File: src/rtl/muldiv_pkg.sv
// Shared definitions for the multiply/divide sequencer, the hazard unit and
// the decoder: funct codes, sequencer states and the sequence length.
package muldiv_pkg;

    localparam int MULDIV_WIDTH  = 32;
    // Cycles that busy stays high for one mul/div: WIDTH iterations plus FIX.
    localparam int MULDIV_CYCLES = MULDIV_WIDTH + 1;

    localparam logic [5:0] FN_MFHI  = 6'b010000;
    localparam logic [5:0] FN_MTHI  = 6'b010001;
    localparam logic [5:0] FN_MFLO  = 6'b010010;
    localparam logic [5:0] FN_MTLO  = 6'b010011;
    localparam logic [5:0] FN_MULT  = 6'b011000;
    localparam logic [5:0] FN_MULTU = 6'b011001;
    localparam logic [5:0] FN_DIV   = 6'b011010;
    localparam logic [5:0] FN_DIVU  = 6'b011011;

    typedef enum logic [1:0] {
        IDLE = 2'd0,
        RUN  = 2'd1,
        FIX  = 2'd2
    } md_state_e;

    // True for the four funct codes that start a multi-cycle sequence.
    function automatic logic is_muldiv(input logic [5:0] fn);
        return (fn == FN_MULT) || (fn == FN_MULTU) ||
               (fn == FN_DIV)  || (fn == FN_DIVU);
    endfunction

    // True for the signed variants, whose operands are taken by magnitude.
    function automatic logic is_signed_op(input logic [5:0] fn);
        return (fn == FN_MULT) || (fn == FN_DIV);
    endfunction

    // True for the divide variants.
    function automatic logic is_div_op(input logic [5:0] fn);
        return (fn == FN_DIV) || (fn == FN_DIVU);
    endfunction

endpackage

File: src/rtl/muldiv_sequencer.sv
// Multi-cycle multiply/divide unit and owner of the HI/LO registers.
// Operands are reduced to magnitudes, run through WIDTH iterations of
// shift-add or restoring division, and sign-corrected in the FIX state.
module muldiv_sequencer
    import muldiv_pkg::*;
#(
    parameter int WIDTH = MULDIV_WIDTH
) (
    input  logic             clk,
    input  logic             reset,
    input  logic             start,
    input  logic [5:0]       funct,
    input  logic [WIDTH-1:0] rs_val,
    input  logic [WIDTH-1:0] rt_val,
    output logic             busy,
    output logic             done,
    output logic [WIDTH-1:0] hi,
    output logic [WIDTH-1:0] lo
);

    localparam int CNT_W = $clog2(WIDTH);
    localparam logic [CNT_W-1:0] CNT_LAST = CNT_W'(WIDTH - 1);
    localparam logic [CNT_W-1:0] CNT_ONE  = CNT_W'(1);

    // Two's complement negation of an operand-width value.
    function automatic logic [WIDTH-1:0] neg_w(input logic [WIDTH-1:0] x);
        return ~x + {{(WIDTH-1){1'b0}}, 1'b1};
    endfunction

    // Two's complement negation of a double-width product.
    function automatic logic [2*WIDTH-1:0] neg_dw(input logic [2*WIDTH-1:0] x);
        return ~x + {{(2*WIDTH-1){1'b0}}, 1'b1};
    endfunction

    // Magnitude of a signed operand; 0x80..0 maps onto itself as unsigned.
    function automatic logic [WIDTH-1:0] mag_w(input logic [WIDTH-1:0] x);
        return x[WIDTH-1] ? neg_w(x) : x;
    endfunction

    md_state_e          state_q, state_d;
    logic [CNT_W-1:0]   count_q, count_d;
    logic [2*WIDTH-1:0] acc_q, acc_d;     // mul: product; div: {rem, quo}
    logic [WIDTH-1:0]   a_q, a_d;         // multiplicand / dividend magnitude
    logic [WIDTH-1:0]   b_q, b_d;         // multiplier / divisor magnitude
    logic               is_div_q, is_div_d;
    logic               neg_a_q, neg_a_d;
    logic               neg_b_q, neg_b_d;
    logic               div0_q, div0_d;
    logic [WIDTH-1:0]   hi_q, hi_d;
    logic [WIDTH-1:0]   lo_q, lo_d;
    logic               done_q, done_d;

    logic               op_signed_s;
    logic [WIDTH:0]     mul_sum_s;
    logic [WIDTH:0]     rem_sh_s;
    logic [WIDTH+1:0]   diff_s;
    logic               diff_ge_s;
    logic [2*WIDTH-1:0] prod_s;
    logic [WIDTH-1:0]   quo_s;
    logic [WIDTH-1:0]   rem_s;

    assign op_signed_s = is_signed_op(funct);

    // Single adder for the multiply step: upper half plus gated multiplicand.
    assign mul_sum_s = {1'b0, acc_q[2*WIDTH-1:WIDTH]} +
                       {1'b0, (b_q[0] ? a_q : {WIDTH{1'b0}})};

    // Restoring-divide step: bring in the next dividend bit, trial-subtract.
    assign rem_sh_s  = {acc_q[2*WIDTH-1:WIDTH], a_q[WIDTH-1]};
    assign diff_s    = {1'b0, rem_sh_s} - {2'b00, b_q};
    assign diff_ge_s = ~diff_s[WIDTH+1];

    // Sign-corrected results presented during FIX.
    assign prod_s = (neg_a_q ^ neg_b_q) ? neg_dw(acc_q) : acc_q;
    assign quo_s  = div0_q ? {WIDTH{1'b1}} :
                    ((neg_a_q ^ neg_b_q) ? neg_w(acc_q[WIDTH-1:0]) : acc_q[WIDTH-1:0]);
    assign rem_s  = neg_a_q ? neg_w(acc_q[2*WIDTH-1:WIDTH]) : acc_q[2*WIDTH-1:WIDTH];

    // State register and all datapath registers; reset aborts any sequence.
    always_ff @(posedge clk) begin
        if (reset) begin
            state_q  <= IDLE;
            count_q  <= {CNT_W{1'b0}};
            acc_q    <= {(2*WIDTH){1'b0}};
            a_q      <= {WIDTH{1'b0}};
            b_q      <= {WIDTH{1'b0}};
            is_div_q <= 1'b0;
            neg_a_q  <= 1'b0;
            neg_b_q  <= 1'b0;
            div0_q   <= 1'b0;
            hi_q     <= {WIDTH{1'b0}};
            lo_q     <= {WIDTH{1'b0}};
            done_q   <= 1'b0;
        end else begin
            state_q  <= state_d;
            count_q  <= count_d;
            acc_q    <= acc_d;
            a_q      <= a_d;
            b_q      <= b_d;
            is_div_q <= is_div_d;
            neg_a_q  <= neg_a_d;
            neg_b_q  <= neg_b_d;
            div0_q   <= div0_d;
            hi_q     <= hi_d;
            lo_q     <= lo_d;
            done_q   <= done_d;
        end
    end

    // Next-state logic: IDLE -> RUN on a mul/div, RUN for WIDTH cycles, FIX once.
    always_comb begin
        state_d = state_q;
        case (state_q)
            IDLE: begin
                if (start && is_muldiv(funct)) begin
                    state_d = RUN;
                end else begin
                    state_d = IDLE;
                end
            end
            RUN: begin
                if (count_q == CNT_LAST) begin
                    state_d = FIX;
                end else begin
                    state_d = RUN;
                end
            end
            FIX:     state_d = IDLE;
            default: state_d = IDLE;
        endcase
    end

    // Datapath next values: operand capture, iteration step, result write-back.
    always_comb begin
        count_d  = count_q;
        acc_d    = acc_q;
        a_d      = a_q;
        b_d      = b_q;
        is_div_d = is_div_q;
        neg_a_d  = neg_a_q;
        neg_b_d  = neg_b_q;
        div0_d   = div0_q;
        hi_d     = hi_q;
        lo_d     = lo_q;
        done_d   = 1'b0;
        case (state_q)
            IDLE: begin
                if (start && is_muldiv(funct)) begin
                    a_d      = op_signed_s ? mag_w(rs_val) : rs_val;
                    b_d      = op_signed_s ? mag_w(rt_val) : rt_val;
                    neg_a_d  = op_signed_s & rs_val[WIDTH-1];
                    neg_b_d  = op_signed_s & rt_val[WIDTH-1];
                    is_div_d = is_div_op(funct);
                    div0_d   = (rt_val == {WIDTH{1'b0}});
                    acc_d    = {(2*WIDTH){1'b0}};
                    count_d  = {CNT_W{1'b0}};
                end else if (start && (funct == FN_MTHI)) begin
                    hi_d = rs_val;
                end else if (start && (funct == FN_MTLO)) begin
                    lo_d = rs_val;
                end else begin
                    count_d = count_q;
                end
            end
            RUN: begin
                count_d = count_q + CNT_ONE;
                if (is_div_q) begin
                    a_d = {a_q[WIDTH-2:0], 1'b0};
                    if (diff_ge_s) begin
                        acc_d = {diff_s[WIDTH-1:0], acc_q[WIDTH-2:0], 1'b1};
                    end else begin
                        acc_d = {rem_sh_s[WIDTH-1:0], acc_q[WIDTH-2:0], 1'b0};
                    end
                end else begin
                    b_d   = {1'b0, b_q[WIDTH-1:1]};
                    acc_d = {mul_sum_s, acc_q[WIDTH-1:1]};
                end
            end
            FIX: begin
                count_d = {CNT_W{1'b0}};
                done_d  = 1'b1;
                if (is_div_q) begin
                    hi_d = rem_s;
                    lo_d = quo_s;
                end else begin
                    hi_d = prod_s[2*WIDTH-1:WIDTH];
                    lo_d = prod_s[WIDTH-1:0];
                end
            end
            default: begin
                count_d = {CNT_W{1'b0}};
            end
        endcase
    end

    // Outputs: busy decoded from the state register, the rest straight from flops.
    always_comb begin
        busy = (state_q != IDLE);
        done = done_q;
        hi   = hi_q;
        lo   = lo_q;
    end

endmodule

File: config.mk
export PLATFORM = sky130hd
export DESIGN_NAME = muldiv_sequencer
export DESIGN_NICKNAME = d
export VERILOG_FILES = /design/src/rtl/muldiv_pkg.sv /design/src/rtl/muldiv_sequencer.sv
export SDC_FILE = /design/constraint.sdc
export NUM_CORES = 1
export LEC_CHECK = 0
export CAP_MARGIN = 20
export CORE_MARGIN = 2
export CORE_UTILIZATION = 55
export CTS_CLUSTER_SIZE = 20
export DETAILED_ROUTE_END_ITERATION = 8
export PLACE_DENSITY = 0.86
export SYNTH_ARGS = -nofsm -noshare
export SYNTH_HDL_FRONTEND = slang
export SYNTH_SLANG_ARGS = --single-unit
File: constraint.sdc
create_clock -name clk -period 4.7 [get_ports clk]
set_clock_uncertainty 0.15 [all_clocks]
set_input_delay 0.47 -clock clk [delete_from_list [all_inputs] [get_ports clk]]
set_output_delay 0.47 -clock clk [all_outputs]
set_load 0.005 [all_outputs]
# Word level (Yosys, flattened, before mapping)
# Index checks and enable logic that the tools add are counted.
# op_classes
bitwise	8
n_mux	34
eq_ne	16
n_reduce_logical	19
n_addsub	8
# op_table
operator	count
two-way mux 32 bit	19
two-way mux 64 bit	4
one-hot mux 32 bit (2 select lines)	4
adder 32 x 1 -> 32 bit, second input constant	4
NOT 32 bit	4
one-hot mux 64 bit (2 select lines)	1
adder 64 x 1 -> 64 bit, second input constant	1
NOT 64 bit	1
== test 6 x 5 -> 1 bit, second input constant	6
subtractor 33 x 32 -> 34 bit	1
adder 32 x 32 -> 33 bit	1
zero test 32 bit	1
!= test 2 bit, second input constant	7
one-hot mux 5 bit (2 select lines)	1
AND reduction 3 bit	3
nonzero test 2 bit	3
adder 5 x 1 -> 5 bit, second input constant	1
== test 5 bit, second input constant	1
logical OR 1 bit	5
two-way mux 5 bit	1
one-hot mux 2 bit (2 select lines)	1
AND reduction 2 bit	2
AND reduction 4 bit	1
logical AND 1 bit	3
7 further kinds	9
# totals
ff_bits	204
in_bits	73
elab_cells	97

# Longest topological paths before layout
# depth
ltp_word	7
ltp_mapped	14
depth_no_buf	13

# Least setup slack after synthesis
# Ideal clock, no wire load.
# synth_timing
path_kind	flip-flop to flip-flop
startpoint	register b_q[0]
endpoint	register acc_q[60]
n_path_buf	2
required_time_ns	4.430
t_arrival_ns	2.988
path_stages_with_launch	13
setup_slack_ns	1.442
path_cell_list	dfxtp_1 -> clkbuf_1 -> and2_1 -> ha_1 -> clkbuf_1 -> a21oi_1 -> o21ai_0 -> a2111oi_0 -> a21oi_1 -> a221oi_1 -> o21ai_0 -> xor2_1 -> a211o_1
# synth_via
elab_chain_cells	4
elab_cells_between_ends	6
# synth_lines
element	line	rtl
from (decl)	muldiv_sequencer.sv:44	logic [WIDTH-1:0] b_q, b_d;
from (signal assigned)	muldiv_sequencer.sv:86	b_q <= {WIDTH{1'b0}};
subtractor 33 x 32 -> 34 bit or two-way mux 32 bit (tied branches)	muldiv_sequencer.sv:70, muldiv_sequencer.sv:66	
two-way mux 64 bit or adder 32 x 32 -> 33 bit (tied branches)	muldiv_sequencer.sv:169, muldiv_sequencer.sv:65	
two-way mux 64 bit *	muldiv_sequencer.sv:167	if (is_div_q) begin
one-hot mux 64 bit (2 select lines) *	muldiv_sequencer.sv:146	case (state_q)
to (signal assigned)	muldiv_sequencer.sv:84	acc_q <= {(2*WIDTH){1'b0}};
to (decl)	muldiv_sequencer.sv:42	logic [2*WIDTH-1:0] acc_q, acc_d;
# Every way passes the cells marked *; elsewhere a longest branch is shown, timed or not.
# A chain may end at the register's enable or synchronous reset.

# Worst setup path after layout
# Ends and elaborated chain as after synthesis.

==> metrics.md <==
| Metric | Value |
|---|---|
| H-tree Lvls | `1` |
| Final setup viols | `0` |
| Antenna violations before repair | `0` |
| Die height | `172.6 um` |
| Arr. time, crit path | `4.40 ns` |
| P&R area growth vs syn | `16.42%` |
| Area of the multi-input gates | `10770 sq um` |
| DR vias/cell | `6.569` |
| Period minus WS final | `4.110 ns` |
| Slowest cell on crit path | `dfxtp_1` |
| RSZ-0062 raised after global routing | `false` |
| Internal | `3.383 mW` |
| Iter 0 DRT Violations | `2189` |
| Grt total ovfl | `0` |
| Clk root buf | `clkbuf_16` |
| Fin crit share | `0.8746` |
| Async S/R FF share, synth | `0` |
| CP endpoint kind | `register` |
| Static Leak | `7.099 nW` |
| Layout cells sized above 1 | `0.05824` |
| Largest net degree at the start of global routing | `127` |
| First-pass GRT wire length | `86370 um` |
| Status | `complete, no violations` |
| Pre-antenna DRT Iters | `6` |
| Diode count | `0` |
| Relative slew slack | `0.2976` |
| Comb power frac | `0.140` |
| Syn Nets | `2284` |
| EDFF count, synth | `0` |
| Port Buffers | `138` |
| Clock Sink Count | `204` |
| Worst-path clk slew | `0.06 ns` |
| Total routed wirelength | `55140 um` |
| Yosys cell types | `74` |
| Die area | `29810 sq um` |
| Worst Setup SP | `b_q[0]` |
| CP max stage delay | `0.70 ns` |
| CP required | `4.99 ns` |
| Max rail drop VDD | `0.2741 mV` |
| Hold-fix buffers, CTS | `0` |
| Post-DP HPWL | `41080 um` |
| Yosys warnings | `0` |
| Sw Share | `0.2641` |
| CP Class | `register to register` |
| Drc violations | `0` |
| Fin. Hold Viols | `0` |
| Register area | `4085 sq um` |
| Switching pwr | `1.214 mW` |
| Detailed-route via count | `17.03k` |
| FF-to-FF Start | `b_q[0]` |
| Startpoint Class | `register` |
| Yosys reg bits | `204` |
| Filler instances | `2422` |
| Worst-Margin Slew | `1.051 ns` |
| Final Util | `0.6537` |
| IO Count | `139` |
| CTS buffer count | `24` |
| CTS max path bufs | `3` |
| Bufs and invs on worst path | `2` |
| Slew Viols, Final | `0` |
| Reg power frac | `0.383` |
| Top_reg_cell synth | `dfxtp_1` |
| Die W | `172.6 um` |
| Sum of negative setup slack | `0 ns` |
| Post-CTS Setup Repair Bufs | `0` |
| Mapped Area | `15640 sq um` |
| Cell repeated most along the worst path | `o21ai_0` |
| Post-synthesis instance total | `2138` |
| Crit-path leading delay family | `compound AO/OA/AOI/OAI gates` |
| Global Route Usage Sum | `0.3542` |
| Maximum operating frequency | `0.2433 GHz` |
| Antenna Nets Post-Route | `0` |
| Largest fanout on the critical path | `18` |
| Initial Util | `0.5615` |
| Vias in the first global route | `15.62k` |
| Worst skew pair latency | `0.55 ns` |
| WL per Instance | `21.26 um` |
| Hold_sp | `lo[7]` |
| Clock power frac | `0.477` |
| CTS tree | `done` |
| # nets final | `2343` |
| Critical path cell sequence | `buf_4, nand2_1, inv_1, ha_1, a211oi_1, o21ai_0, o2111ai_1, and2_1, a21oi_1, a221oi_1, o21ai_0, xor2_1, a211o_1` |
| Syn Area/Cell | `7.316 sq um` |
| Core box area | `27860 sq um` |
| Pwr Density | `252.5 nW/um^2` |
| Rows | `61` |
| Hold WC Path Type | `register to register` |
| Post-synthesis sequential area ratio | `0.2611` |
| # Max-Cap Violations | `0` |
| Placer congestion estimate | `1.016` |
| Post-CTS sizing | `0` |
## cell families (layout without fill, tap and decap cells)
| logic type | Yosys count | in the layout | synth area share |
|---|---|---|---|
| multiplexers | 44 | 44 | 0.02904 |
| XOR/XNOR | 158 | 158 | 0.08847 |
| adder cells (fa/ha/maj) | 73 | 73 | 0.05935 |
| flip-flops | 204 | 204 | 0.2611 |
| buffers and inverters | 212 | 289 | 0.05231 |
| AND/OR/NAND/NOR | 770 | 770 | 0.2285 |
| AO/OA/AOI/OAI | 677 | 677 | 0.2812 |
## final timing paths
kind / end / slack (ns) / cells after the start
worst max-delay path: acc_q[60] / 0.59 / 13
worst min-delay path: lo[7] / 0.31 / 2
worst max register to register: acc_q[60] / 0.59 / 13
worst min register to register: lo[7] / 0.31 / 2
## cells in the mapped netlist, types with 8 or more instances
master / number / area share
o31ai_1: 20 / 0.0096
o221ai_1: 18 / 0.010
and3_1: 15 / 0.0060
clkbuf_1: 131 / 0.031
or2_2: 10 / 0.0040
nor4_1: 21 / 0.0084
nor3_1: 36 / 0.012
nor2_1: 306 / 0.073
nand3_1: 38 / 0.012
a21oi_1: 231 / 0.074
mux2_2: 10 / 0.0072
dfxtp_1: 204 / 0.26
nand2b_1: 18 / 0.0072
o21bai_1: 10 / 0.0048
nand2_1: 198 / 0.048
o21a_1: 12 / 0.0058
a222oi_1: 10 / 0.0064
inv_1: 66 / 0.016
a211oi_1: 43 / 0.021
o21ai_0: 91 / 0.029
xnor2_1: 86 / 0.048
ha_1: 71 / 0.057
o211ai_1: 40 / 0.019
a221oi_1: 10 / 0.0056
nand4_1: 11 / 0.0044
mux2i_1: 33 / 0.021
a2111oi_0: 8 / 0.0045
o41ai_1: 17 / 0.0095
xor2_1: 72 / 0.040
a211o_1: 12 / 0.0067
and2_1: 43 / 0.017
or3_1: 28 / 0.011
a22oi_1: 15 / 0.0072
or4_1: 15 / 0.0072
a21o_1: 39 / 0.019
a31oi_1: 54 / 0.022
## metrics by stage
stage / power (mW) / cell area [sq um] / hold WS (ns) / setup slack (ns) / std cells
2_1_floorplan: 2.201 / 15640 / 0.2942 / 1.442 / 2138
3_3_place_gp: 2.410 / 17240 / 0.2905 / 0.8389 / 2545
3_5_place_dp: 2.418 / 17260 / 0.2943 / 0.7063 / 2547
4_1_cts: 4.573 / 18190 / 0.3039 / 0.7034 / 2591
5_1_grt: 4.717 / 18210 / 0.3282 / 0.4406 / 2593
6_report: 4.598 / 18210 / 0.3072 / 0.5896 / 2593
## metal layers
| metal | vias up | wire, um | GRT usage |
|---|---|---|---|
| met5 | - | 0 | 0 |
| met4 | 0 | 3060 | 0.1603 |
| met3 | 213 | 5279 | 0.05585 |
| met2 | 921 | 23990 | 0.5524 |
| met1 | 8043 | 22810 | 0.4828 |
| li1 | 7856 | - | - |
## power groups by stage
stage / Sequential [mW] / Clock, mW / Combinational, mW
floorplan: 1.79 / 0 / 0.408
global placement: 1.80 / 0 / 0.610
detailed placement: 1.80 / 0 / 0.618
CTS: 1.76 / 2.19 / 0.622
global route: 1.76 / 2.26 / 0.689
finish: 1.76 / 2.19 / 0.642
## sequential cells by signal, summed over array words and instances (netlist names)
name / count
done: 1
state_q: 2
div0_q: 1
acc_q: 64
neg_a_q: 1
a_q: 32
is_div_q: 1
b_q: 32
lo: 32
count_q: 5
neg_b_q: 1
hi: 32
## worst reg2reg max path: cells and delay by family, from the launching register on
| kind | cells | cell delay [ns] |
|---|---|---|
| AOI/OAI and AO/OA | 7 | 2.04 |
| xor gates and xnor gates | 1 | 0.17 |
| and+or+nand+nor | 2 | 0.34 |
| adders and majority gates | 1 | 0.24 |
| buffers and inverters | 2 | 0.39 |
| DFF | 1 | 0.70 |
## cell type report
type                    instances  area share
repair buffers                179     0.09378
clock inverters                14     0.01436
well taps                     378     0.02597
flip-flops and latches        204      0.2243
inverters                      66     0.01360
multi-input cells            1722      0.5915
clock buffers                  30     0.03641
## cells in the final DEF, fill, tap and decap left out, types with 12 or more instances in the layout
cell	n
and3_1	15
o31ai_1	20
a21oi_1	231
or4_1	15
nand3_1	38
ha_1	71
inv_1	66
nand2b_1	17
buf_4	38
o21ai_0	91
nor4_1	21
o21a_1	12
mux2i_1	33
nor3_1	36
or3_1	28
a211o_1	12
o211ai_1	40
a21o_1	39
o41ai_1	17
xnor2_1	86
nor2_1	304
clkbuf_16	24
xor2_1	72
a22oi_1	15
a211oi_1	43
clkdlybuf4s50_1	137
dfxtp_1	203
and2_1	43
o221ai_1	18
nand2_1	198
a31oi_1	54
(Power assumes the default switching activity.)
==> edit 1, RTL diff (same settings) <==
Set the package constant `MULDIV_WIDTH` to 16 (it was 32).
--- a/src/rtl/muldiv_pkg.sv
+++ b/src/rtl/muldiv_pkg.sv
@@ -4,3 +4,3 @@
 
-    localparam int MULDIV_WIDTH  = 32;
+    localparam int MULDIV_WIDTH  = 16;
     // Cycles that busy stays high for one mul/div: WIDTH iterations plus FIX.
Interface: changed (resized hi, lo, rs_val and rt_val); port bits go from 139 to 75. The function was not compared with the original's and may differ.
==> edit 1 against the unedited design <==
Clock power fell by 62%; sequential power fell by 48%; sequential cell count fell by 97; area after synthesis fell by 51%; design area fell by 52%; sequential share of layout area rose by 1.9 points; power fell by 56%; wire length fell by 59%; setup slack improved by 560 ps; combinational power fell by 61%; core utilization fell by 1.2 points; highest routed layer unchanged.
==> edit 1: results (changes against the unedited design) <==
Filler cell count = 1165 (-52%)
Clock Latency Late Sink = 370 ps (-180 ps)
Nets@finish = 1140 (-51%)
Worst slew pin tran = 981 ps (-69.6 ps)
Clock transition at the registers of the reported paths = 80 ps (+20 ps)
Routability Congestion = 0.961 (-5.4%)
Initial DRC Count = 805 (-63%)
CTS Buffer Depth = 2 (-1)
Leakage = 3.26 nW (-54%)
Port Buffers = 74 (-46%)
Layout cells sized above 1 = 4.51% (-1.3 points)
Count of different cell masters after synthesis = 68 (-8.1%)
Initial DRT Pass Iterations = 5 (-1)
Worst VDD drop = 0.176 mV (-36%)
Vias in the first global route = 7288 (-53%)
Critical Path AT = 3660 ps (-740 ps)
CTS Buf Count = 9 (-63%)
Global-route wire length before repair = 36.1 mm (-58%)
Post-synth top cells = nor2_1, a21oi_1, dfxtp_1
Max FFs per register = 32 (-50%)
Core footprint = 13700 um^2 (-51%)
Worst path max stage delay = 620 ps (-80 ps)
Largest net degree at the start of global routing = 73 (-43%)
Routed via count = 7980 (-53%)
Worst r2r path cells = 10 (-3)
GRT Total Usage = 30.4% (-5.0 points)
Number of H-tree levels = 3 (+2)
Aggregate routed wire length = 22.4 mm (-59%)
Final HPWL DP = 16.6 mm (-60%)
NetSw = 552 uW (-55%)
Status = completed
Post-synthesis sequential area ratio = 28.0% (+1.9 points)
Area contributors post-synth = dfxtp_1, a21oi_1, nor2_1
## edit 1: path summary, 6_finish.rpt
check                      start                      to  slack [ps]
min           lo[5]$_SDFFE_PP0P_      lo[5]$_SDFFE_PP0P_         310
max          b_q[0]$_SDFFE_PP0P_  acc_q[30]$_SDFFE_PP0P_        1150
min reg2reg   lo[5]$_SDFFE_PP0P_      lo[5]$_SDFFE_PP0P_         310
max reg2reg  b_q[0]$_SDFFE_PP0P_  acc_q[30]$_SDFFE_PP0P_        1150
## edit 1: layer usage
metal	vias up	routed length [um]	track usage, %
li1	3755	-	-
met1	3738	9370	40.2
met2	405	10300	47.9
met3	82	1800	4.82
met4	0	908	15.2
met5	-	0	0
## edit 1: per-stage QoR
stage               hold slack, ps  cells  util, %  setup slack, ps  power, mW
CTS                            310   1244     64.2             1310       1.99
global route                   332   1244     64.2              876       2.06
finish                         308   1244     64.2             1150       2.00
global placement               294   1228     61.8             1460       1.18
floorplan                      298   1022        -             1920       1.09
detailed placement             298   1228     61.8             1320       1.19
## edit 1: final cells by class
type | count | area (um^2) | share of cell area, %
Clock inverter | 7 | 103 | 1.17
Multi-Input combinational cell | 818 | 5150 | 58.5
Inverter | 39 | 146 | 1.66
Clock buffer | 9 | 225 | 2.56
Tap cell | 180 | 225 | 2.56
Timing Repair Buffer | 84 | 811 | 9.21
Sequential cell | 107 | 2140 | 24.3
## edit 1: power by group through the flow
stage	combinational [mW]	sequential, mW	clock (mW)
after floorplan	0.156	0.939	0
after global placement	0.240	0.942	0
after detailed placement	0.244	0.942	0
after CTS	0.246	0.921	0.825
after global routing	0.273	0.922	0.862
final	0.252	0.921	0.827
## edit 1: worst min-delay path: cells and delay by family (launching register included)
| family | cells | cell delay (ps) |
|---|---|---|
| DFF | 1 | 310 |
| and+or+nand+nor | 1 | 50 |
| AOI/OAI and AO/OA | 1 | 50 |
## edit 1: cell families (layout without fill, tap and decap cells)
group	Yosys count	count (layout)	share of synthesized area, %
and+or+nand+nor	360	360	22.0
AOI/OAI and AO/OA	326	326	27.5
DFF	107	107	28.0
buffers and inverters	97	139	4.95
xor gates and xnor gates	72	72	8.23
adders and majority gates	40	40	6.73
muxes	20	20	2.61
==> edit 2, RTL diff (same settings) <==
Without the edit above. Add an input register stage for `start`, `funct`, `rs_val` and `rt_val`, cleared by the reset; this delays them by one clock. Comments in the files are not updated.
--- a/src/rtl/muldiv_sequencer.sv
+++ b/src/rtl/muldiv_sequencer.sv
@@ -24,2 +24,21 @@
 
+    logic start_q;
+    logic [5:0] funct_q;
+    logic [WIDTH-1:0] rs_val_q;
+    logic [WIDTH-1:0] rt_val_q;
+
+    always_ff @(posedge clk) begin
+        if (reset) begin
+            start_q  <= '0;
+            funct_q  <= '0;
+            rs_val_q <= '0;
+            rt_val_q <= '0;
+        end else begin
+            start_q  <= start;
+            funct_q  <= funct;
+            rs_val_q <= rs_val;
+            rt_val_q <= rt_val;
+        end
+    end
+
     // Two's complement negation of an operand-width value.
@@ -61,3 +80,3 @@
 
-    assign op_signed_s = is_signed_op(funct);
+    assign op_signed_s = is_signed_op(funct_q);
 
@@ -114,3 +133,3 @@
             IDLE: begin
-                if (start && is_muldiv(funct)) begin
+                if (start_q && is_muldiv(funct_q)) begin
                     state_d = RUN;
@@ -147,15 +166,15 @@
             IDLE: begin
-                if (start && is_muldiv(funct)) begin
-                    a_d      = op_signed_s ? mag_w(rs_val) : rs_val;
-                    b_d      = op_signed_s ? mag_w(rt_val) : rt_val;
-                    neg_a_d  = op_signed_s & rs_val[WIDTH-1];
-                    neg_b_d  = op_signed_s & rt_val[WIDTH-1];
-                    is_div_d = is_div_op(funct);
-                    div0_d   = (rt_val == {WIDTH{1'b0}});
+                if (start_q && is_muldiv(funct_q)) begin
+                    a_d      = op_signed_s ? mag_w(rs_val_q) : rs_val_q;
+                    b_d      = op_signed_s ? mag_w(rt_val_q) : rt_val_q;
+                    neg_a_d  = op_signed_s & rs_val_q[WIDTH-1];
+                    neg_b_d  = op_signed_s & rt_val_q[WIDTH-1];
+                    is_div_d = is_div_op(funct_q);
+                    div0_d   = (rt_val_q == {WIDTH{1'b0}});
                     acc_d    = {(2*WIDTH){1'b0}};
                     count_d  = {CNT_W{1'b0}};
-                end else if (start && (funct == FN_MTHI)) begin
-                    hi_d = rs_val;
-                end else if (start && (funct == FN_MTLO)) begin
-                    lo_d = rs_val;
+                end else if (start_q && (funct_q == FN_MTHI)) begin
+                    hi_d = rs_val_q;
+                end else if (start_q && (funct_q == FN_MTLO)) begin
+                    lo_d = rs_val_q;
                 end else begin
Formal check against the unedited RTL: not equivalent (a bounded check fails within 4 cycles, from zero or initial values and one cycle with reset high).
==> edit 2 against the unedited design <==
Sequential share of layout area grew 4.7 points; wire length rose by 4.7%; via count rose by 4.5%; non-clock buffer count is 2 higher; power increased by 18%; sequential cell count grew 71; hold slack got worse by 160 ps; setup slack worse by 41 ps; count of clock-buffer cells in the layout grew 11; critical path depth decreased by 2; area after synthesis is 12% higher; design area rose by 12%; highest routed layer unchanged.
==> edit 2: results (changes against the unedited design) <==
Root buffer cell = clkbuf_16
Count of different cell masters after synthesis = 74 (unchanged)
Post-CTS Resized = 0 (unchanged)
Nets@finish = 2502 (+6.8%)
GRT Total Usage = 33.3% (-2.1 points)
Hold crit path type = input port to register
Leakage = 7.99 nW (+13%)
Clock Latency Late Sink = 580 ps (+30 ps)
Global-route wire length before repair = 89.0 mm (+3.1%)
Syn_area_per_cell = 7.63 um^2 (+4.3%)
Initial DRT Pass Iterations = 6 (unchanged)
Initial DRC Count = 2162 (-1.2%)
Placed cells = 2724 (+6.9%)
Worst VDD drop = 0.251 mV (-8.3%)
Worst r2r path cells = 11 (-2)
CTS Buf Count = 30 (+25%)
Setup Buffers After CTS = 0 (unchanged)
Area contributors post-synth = dfxtp_1, nor2_1, a21oi_1
ANT cells = 0 (unchanged)
Internal cell power = 4.12 mW (+22%)
Post-synth top cells = nor2_1, dfxtp_1, a21oi_1
Final HPWL DP = 41.7 mm (+1.5%)
Routed vias/inst = 6.40 (-2.5%)
Vias in the first global route = 16426 (+5.2%)
Non-Filler Instances = 2781 (+7.3%)
CP Max Fanout = 16 (-2)
Status = completed
Largest net degree at the start of global routing = 191 (+50%)
Post-synthesis sequential area ratio = 31.4% (+5.2 points)
Port Buffers = 138 (unchanged)
Routability Congestion = 0.990 (-2.5%)
Mapped Nets = 2447 (+7.1%)
Worst slew pin tran = 1100 ps (+50.8 ps)
Max FFs per register = 64 (unchanged)
Initial antenna violation count = 0 (unchanged)
Layout cells sized above 1 = 5.34% (-0.49 points)
Aggregate routed wire length = 57.7 mm (+4.7%)
==> edit 2: worst max-delay path, stage by stage (launching register included) <==
cell      delay (ps)
dfxtp_1          560
ha_1             380
a21oi_1          200
o21ai_0          100
a311oi_1         570
nor3_1           160
o41ai_2          860
and2_0           260
buf_4            250
nor2_1            90
o311ai_0         210
a31oi_1          180
==> edit 2: layout make-up <==
cell class / instances / area [um^2]
Tap cell: 402 / 503
Clock inverter: 14 / 246
Multi-Input combinational cell: 1804 / 11200
Clock buffer: 41 / 852
Fill cell: 2607 / 11200
Sequential cell: 275 / 5510
Timing Repair Buffer: 181 / 1720
Inverter: 64 / 240
==> edit 2: through the flow <==
| stage | setup slack (ps) | util (%) | instance area (um^2) | hold WS [ps] |
|---|---|---|---|---|
| after global routing | 354 | 64.5 | 20300 | 188 |
| after global placement | 844 | 61.0 | 19200 | 294 |
| final | 548 | 64.5 | 20300 | 150 |
| after CTS | 710 | 64.5 | 20300 | 148 |
| after floorplan | 1430 | - | 17600 | 294 |
| after detailed placement | 744 | 61.0 | 19200 | 289 |
==> edit 2: power by group through the flow <==
stage	combinational (mW)	sequential [mW]	clock, mW
2_1_floorplan	0.224	2.45	0
3_3_place_gp	0.347	2.47	0
3_5_place_dp	0.355	2.47	0
4_1_cts	0.358	2.42	2.62
5_1_grt	0.396	2.43	2.72
6_report	0.367	2.43	2.62
==> edit 2: final timing paths <==
path	endpoint	start	slack, ps
max	acc_q[55]$_SDFFE_PP0P_	acc_q[41]$_SDFFE_PP0P_	550
min	a_q[27]$_SDFFE_PP0P_	reset	150
max reg2reg	acc_q[55]$_SDFFE_PP0P_	acc_q[41]$_SDFFE_PP0P_	550
min reg2reg	lo[9]$_SDFFE_PP0P_	lo[9]$_SDFFE_PP0P_	300
==> edit 2: cell families after synthesis <==
| group | after synthesis | synth area share, % |
|---|---|---|
| simple gates | 829 | 22.6 |
| fa+ha+maj | 73 | 5.29 |
| mux | 44 | 2.51 |
| flops | 275 | 31.4 |
| buf+inv | 222 | 4.84 |
| xor+xnor | 150 | 7.48 |
| compound gates | 708 | 25.9 |
==> edit 2: metal layers <==
layer  global-route usage [%]  wire (um)
met5                        0          0
met4                     14.8       2760
met3                     4.95       5670
met2                     52.6      25700
met1                     45.2      23600
